--- src/rtl/rf_mul_master.sv ---
// rf_mul_master
//   Bus master and host mux that sits directly in front of the register
//   file's single slave port. In IDLE the host port passes through to the
//   register file combinationally. A host write of data bit0=1 to START_ADDR
//   launches an unsigned 32x32 multiply. The block reads operands A and B,
//   runs 32 shift-add iterations and writes the 64-bit product as two words.
//   It then writes 1 to the done register.
//
// Ports
//   clk        in   rising-edge clock
//   reset      in   asynchronous, active-high reset
//   h_wr       in   host write strobe
//   h_addr     in   host word address [15:0]
//   h_din      in   host write data [31:0]
//   h_dout     out  host read data [63:0], always equal to rf_dout
//   h_wait     out  host must hold its request while high (== busy)
//   rf_wr      out  register file write strobe
//   rf_addr    out  register file address [15:0]
//   rf_din     out  register file write data [31:0]
//   rf_dout    in   register file read data [63:0] (combinational read)
//   busy       out  operation in progress (any state other than IDLE)
//   done       out  one-cycle pulse while the done flag is being written
//   dbg_state  out  current FSM state encoding, for observation only
//
// Handshake: the host may issue a request only while h_wait=0. While
// h_wait=1, host writes are discarded and never reach the register file.
// Host reads return rf_dout at whatever address the block is driving.
module rf_mul_master #(
  parameter logic [15:0] START_ADDR  = 16'h0000,
  parameter logic [15:0] OPA_ADDR    = 16'h0002,
  parameter logic [15:0] OPB_ADDR    = 16'h0003,
  parameter logic [15:0] RES_LO_ADDR = 16'h0004,
  parameter logic [15:0] RES_HI_ADDR = 16'h0005,
  parameter logic [15:0] DONE_ADDR   = 16'h0015
) (
  input  logic        clk,
  input  logic        reset,
  input  logic        h_wr,
  input  logic [15:0] h_addr,
  input  logic [31:0] h_din,
  output logic [63:0] h_dout,
  output logic        h_wait,
  output logic        rf_wr,
  output logic [15:0] rf_addr,
  output logic [31:0] rf_din,
  input  logic [63:0] rf_dout,
  output logic        busy,
  output logic        done,
  output logic [2:0]  dbg_state
);

  typedef enum logic [2:0] {
    IDLE    = 3'd0,
    RD_A    = 3'd1,
    RD_B    = 3'd2,
    MUL     = 3'd3,
    WR_LO   = 3'd4,
    WR_HI   = 3'd5,
    WR_DONE = 3'd6
  } state_t;

  state_t      state_q, state_d;
  logic [4:0]  cnt_q, cnt_d;
  logic [31:0] a_q, a_d;
  logic [63:0] p_q, p_d;
  logic [32:0] sum;

  always_ff @(posedge clk or posedge reset) begin
    if (reset) begin
      state_q <= IDLE;
      cnt_q   <= '0;
      a_q     <= '0;
      p_q     <= '0;
    end else begin
      state_q <= state_d;
      cnt_q   <= cnt_d;
      a_q     <= a_d;
      p_q     <= p_d;
    end
  end

  always_comb begin
    state_d = state_q;
    cnt_d   = cnt_q;
    a_d     = a_q;
    p_d     = p_q;
    sum     = '0;
    rf_wr   = 1'b0;
    rf_addr = h_addr;
    rf_din  = '0;

    case (state_q)
      IDLE: begin
        rf_wr   = h_wr;
        rf_addr = h_addr;
        rf_din  = h_din;
        // The start write itself is forwarded so the RF sees it as well.
        if (h_wr && (h_addr == START_ADDR) && h_din[0]) begin
          state_d = RD_A;
        end
      end
      RD_A: begin
        rf_addr = OPA_ADDR;
        a_d     = rf_dout[31:0];
        state_d = RD_B;
      end
      RD_B: begin
        rf_addr = OPB_ADDR;
        // B sits in the low half; it is shifted out as the multiplier while
        // the partial product grows into the high half.
        p_d     = {32'b0, rf_dout[31:0]};
        cnt_d   = '0;
        state_d = MUL;
      end
      MUL: begin
        rf_addr = OPB_ADDR;
        sum     = {1'b0, p_q[63:32]} + (p_q[0] ? {1'b0, a_q} : 33'd0);
        p_d     = {sum, p_q[31:1]};
        cnt_d   = cnt_q + 5'd1;
        if (cnt_q == 5'd31) begin
          state_d = WR_LO;
        end
      end
      WR_LO: begin
        rf_wr   = 1'b1;
        rf_addr = RES_LO_ADDR;
        rf_din  = p_q[31:0];
        state_d = WR_HI;
      end
      WR_HI: begin
        rf_wr   = 1'b1;
        rf_addr = RES_HI_ADDR;
        rf_din  = p_q[63:32];
        state_d = WR_DONE;
      end
      WR_DONE: begin
        rf_wr   = 1'b1;
        rf_addr = DONE_ADDR;
        rf_din  = 32'h1;
        state_d = IDLE;
      end
      default: begin
        state_d = IDLE;
      end
    endcase
  end

  assign busy      = (state_q != IDLE);
  assign h_wait    = busy;
  assign done      = (state_q == WR_DONE);
  assign h_dout    = rf_dout;
  assign dbg_state = state_q;

endmodule

--- config.mk ---
export PLATFORM = sky130hd
export DESIGN_NAME = rf_mul_master
export DESIGN_NICKNAME = d
export VERILOG_FILES = /design/src/rtl/rf_mul_master.sv
export SDC_FILE = /design/constraint.sdc
export NUM_CORES = 1
export LEC_CHECK = 0
export BUFFER_PORTS_ARGS = -buffer_cell sky130_fd_sc_hd__clkbuf_2
export CORE_ASPECT_RATIO = 2
export CORE_MARGIN = 2
export CORE_UTILIZATION = 48
export CTS_CLUSTER_SIZE = 25
export DETAILED_ROUTE_END_ITERATION = 12
export PLACE_DENSITY = 0.87
export SYNTH_ARGS = -nofsm -noshare
export SYNTH_HDL_FRONTEND = slang
export SYNTH_SLANG_ARGS = --single-unit
export TNS_END_PERCENT = 100
--- constraint.sdc ---
create_clock -name clk -period 2.9 [get_ports clk]
set_clock_uncertainty 0.1 [all_clocks]
set_input_delay 0 -clock clk [delete_from_list [all_inputs] [get_ports clk]]
set_output_delay 0 -clock clk [all_outputs]
set_load 0.02 [all_outputs]
==> summary.md <==
| Metric | Value |
|---|---|
| Run status | `finished, final reports clean` |
| Cells after synthesis | `924` |
| Die area | `about 0.017 sq mm` |
| Area leader, netlist | `dfrtp_1` |
| Vias per cell | `5.797` |
| Highest Clock Rate | `347.8 MHz` |
| Core box area | `about 0.016 sq mm` |
| Pin count of the biggest net entering global routing | `67` |
| Ports | `between 200 and 250` |
| Area share of the largest cell type after synthesis | `roughly a third` |
| Worst hold margin | `~0.045 ns` |
| Filler cells | `~1,400` |
| Arrival time at the worst endpoint | `3.05 ns` |
| Max stage delay on crit path | `a little over 0.4 ns` |
| Std-Cell Rows | `66` |
| Post-synthesis sequential area ratio | `~33%` |
| CP Cell Sequence | `and2_1 > ha_2 > inv_2 > fa_2 > and2b_1 > o2111ai_2 > buf_4 > a211oi_4 > o41ai_4 > or2_1 > a211o_1 > o211ai_1` |
| Slowest-stage cell, CP | `dfrtp_1` |
| DRC Markers | `0` |
| RD Place Congestion | `around 0.95` |
| Min-delay src | `h_addr[9]` |
| Final period util | `99.15%` |
| H-tree depth | `3` |
| Clock Latency Late Sink | `~0.35 ns` |
| Synth cell types | `72` |
| Type of origin of the critical path | `flip-flop` |
| GR Overflow Total | `0` |
| Power per cell area | `~1100 mW/mm^2` |
| Sink Count | `~100` |
| Tightest Pin Transition | `about 0.68 ns` |
| Leakage | `~0.0045 uW` |
| Synth Register Bits | `approximately 100` |
| Worst slew margin | `54.10%` |
| Wire per inst | `~19 um` |
| Area growth syn-to-layout | `23.68%` |
| Multi-input gate area | `0.004616 sq mm` |
| Worst hold path depth | `5` |
| Synth Net Count | `1,074` |
| CTS Buffer Depth | `2` |
| Final WL | `~25,000 um` |
| Syn Std Cell Area | `around 0.0079 sq mm` |
| # nets final | `approximately 1,200` |
| WS Path Type | `reg -> reg` |
| Hold Crit Class | `in -> reg` |
| Pre-Repair DR Iteration Count | `5` |
| Max_cap viols | `0` |
| RSZ-0062 raised after global routing | `true` |
| Port Buffers | `roughly 170` |
| Final Hold Violating Endpoints | `0` |
| FF-to-FF Start | `p_q[0]` |
| Hold Path End | `dbg_state[0]` |
| Initial Utilization | `just under 50%` |
| Slew Limit Fails | `0` |
| Reg clk slew, reported paths | `0.07 ns` |
| Share of async-settable or async-resettable flops after synthesis | `100.0%` |
| Setup TNS | `0 ns` |
| First-pass GRT wire length | `~37,000 um` |
| Final setup viols | `0` |
| 1st-iter DRT viols | `401` |
| Top cells by area, synth | `dfrtp_1 (33%), mux2i_1 (8.5%), buf_4 (6.2%)` |
| Syn avg cell area | `about 8.5 sq um` |
| Syn. warnings | `0` |
| Clk Tree Root Cell | `clkbuf_16` |
| Post-route minimum period | `between 2 and 3 ns` |
| Worst vdd ir | `0.4103 mV` |
| PnR Total Power | `10,230 uW` |
| Total CTS buffers | `9` |
| Layout cells sized above 1 | `roughly 28%` |
| RR Endpoint | `p_q[61]` |
| Cell area after layout | `about 0.01 sq mm` |
| Hpwl dp | `between 15,000 and 20,000 um` |
| CP Data Required Time | `3.07 ns` |
| ANT nets after route | `0` |
| Post-synth EDFFs | `0` |
| Sequential cell area | `~0.0026 sq mm` |
| CTS tree | `done` |
| Synth Flop Type | `dfrtp_1` |
| R2R setup slack | `roughly 0.025 ns` |
| Placed inst area | `around 0.0086 sq mm` |
| CP Max Fanout | `4` |
| Initial antenna violation count | `2` |
| Total number of vias | `between 7,000 and 8,000` |
| Die Ht | `roughly 190 um` |
| Post-layout util | `between 60% and 70%` |
| R2R depth | `12` |
| Vias in the first global route | `roughly 7,500` |
| Width of the die | `94.53 um` |
| Setup crit end kind | `flip-flop` |
| Total GRT Usage | `27.56%` |
final cells by class:
class	instances	area share, %
flip-flops and latches	104	26.80
inverters	17	0.6815
diodes	1	0.02572
multi-input cells	680	47.43
repair buffers	281	19.26
well taps	204	2.623
clock inverters	7	0.8615
clock buffers	9	2.315
registers in the layout (all words and copies together), names as in the netlist:
name and cells:
p_q 64, dbg_state 3, a_q 32, cnt_q 5
logic make-up after synthesis:
group           share of synthesized area [%]
simple gates                            17.76
flops                                   33.08
mux                                     13.10
xor+xnor                                2.560
fa+ha+maj                               5.662
buf+inv                                 9.924
compound gates                          17.91
cell usage in the layout, fill, tap and decap left out, types with 29 or more instances in the layout:
| master | count |
|---|---|
| dfrtp_1 | 102 |
| clkbuf_2 | 169 |
| nand2_1 | 102 |
| mux2_2 | 32 |
| a21oi_1 | 62 |
| nor2_1 | 93 |
| buf_4 | 45 |
| dlygate4sd3_1 | 65 |
| and2_1 | 32 |
| o21ai_0 | 67 |
| mux2i_1 | 67 |
| ha_1 | 29 |
report_power, final:
| part | internal, uW | total, uW | switching [uW] |
|---|---|---|---|
| clock | 687 | 1280 | 596 |
| sequential | 2210 | 2900 | 684 |
| combinational | 2670 | 6050 | 3370 |
stage by stage:
step	worst slack (ns)	cells
CTS	-0.003318	1300
detailed placement	-0.01401	1219
global route	-0.1029	1303
floorplan	0.05946	924
finish	0.02479	1303
global placement	0.04958	1219
how the worst max path moves through the flow:
stage	from	endpoint	cells after the start	slack (ns)
3_3_place_gp	p_q[0]	p_q[59]	11	0.05
2_1_floorplan	p_q[0]	p_q[59]	10	0.06
3_5_place_dp	p_q[0]	p_q[53]	10	-0.01
6_report	p_q[0]	p_q[61]	12	0.02
5_1_grt	p_q[0]	p_q[59]	11	-0.10
4_1_cts	p_q[0]	p_q[58]	10	-0.003
per-layer routing:
metal  GRT usage, %  vias up  wire length (um)
met3          3.865       86              1373
met1          29.24     3601              8701
met5              0        -                 0
met4          16.35        0              1345
met2          50.46      368             13080
li1               -     3499                 -
repair_timing:
action | 4_1_cts | 5_1_grt
setup endpoints to repair | 3 | 12
pin swaps | 1 | 11
cloned | 0 | 0
gates resized for setup | 2 | 23
endpoints found under the hold margin | 144 | 0
hold buffers | 65 | 0
buffers inserted | 0 | 2
cells in the mapped netlist (7+ instances only):
master and number:
nor2_1 94, nand4_1 9, xnor2_1 13, mux2i_1 67, xor2_1 10, clkbuf_1 41, and3_1 8, o21ai_0 70
nor2b_1 13, and2_1 33, buf_1 8, buf_2 9, nand2_1 103, inv_1 16, ha_1 34, mux2_2 32
o211ai_1 7, nand3_1 12, buf_4 65, nor3_1 7, a21oi_1 67, dfrtp_1 104, a21o_1 13
worst max-delay path, delay by kind of cell (launching register included):
kind	cells	cell delay, ns
buffers and inverters	2	0.23
AOI/OAI and AO/OA	5	0.93
and+or+nand+nor	3	0.61
DFF	1	0.41
adders and majority gates	2	0.52
Power figures use the tool's default switching activity.
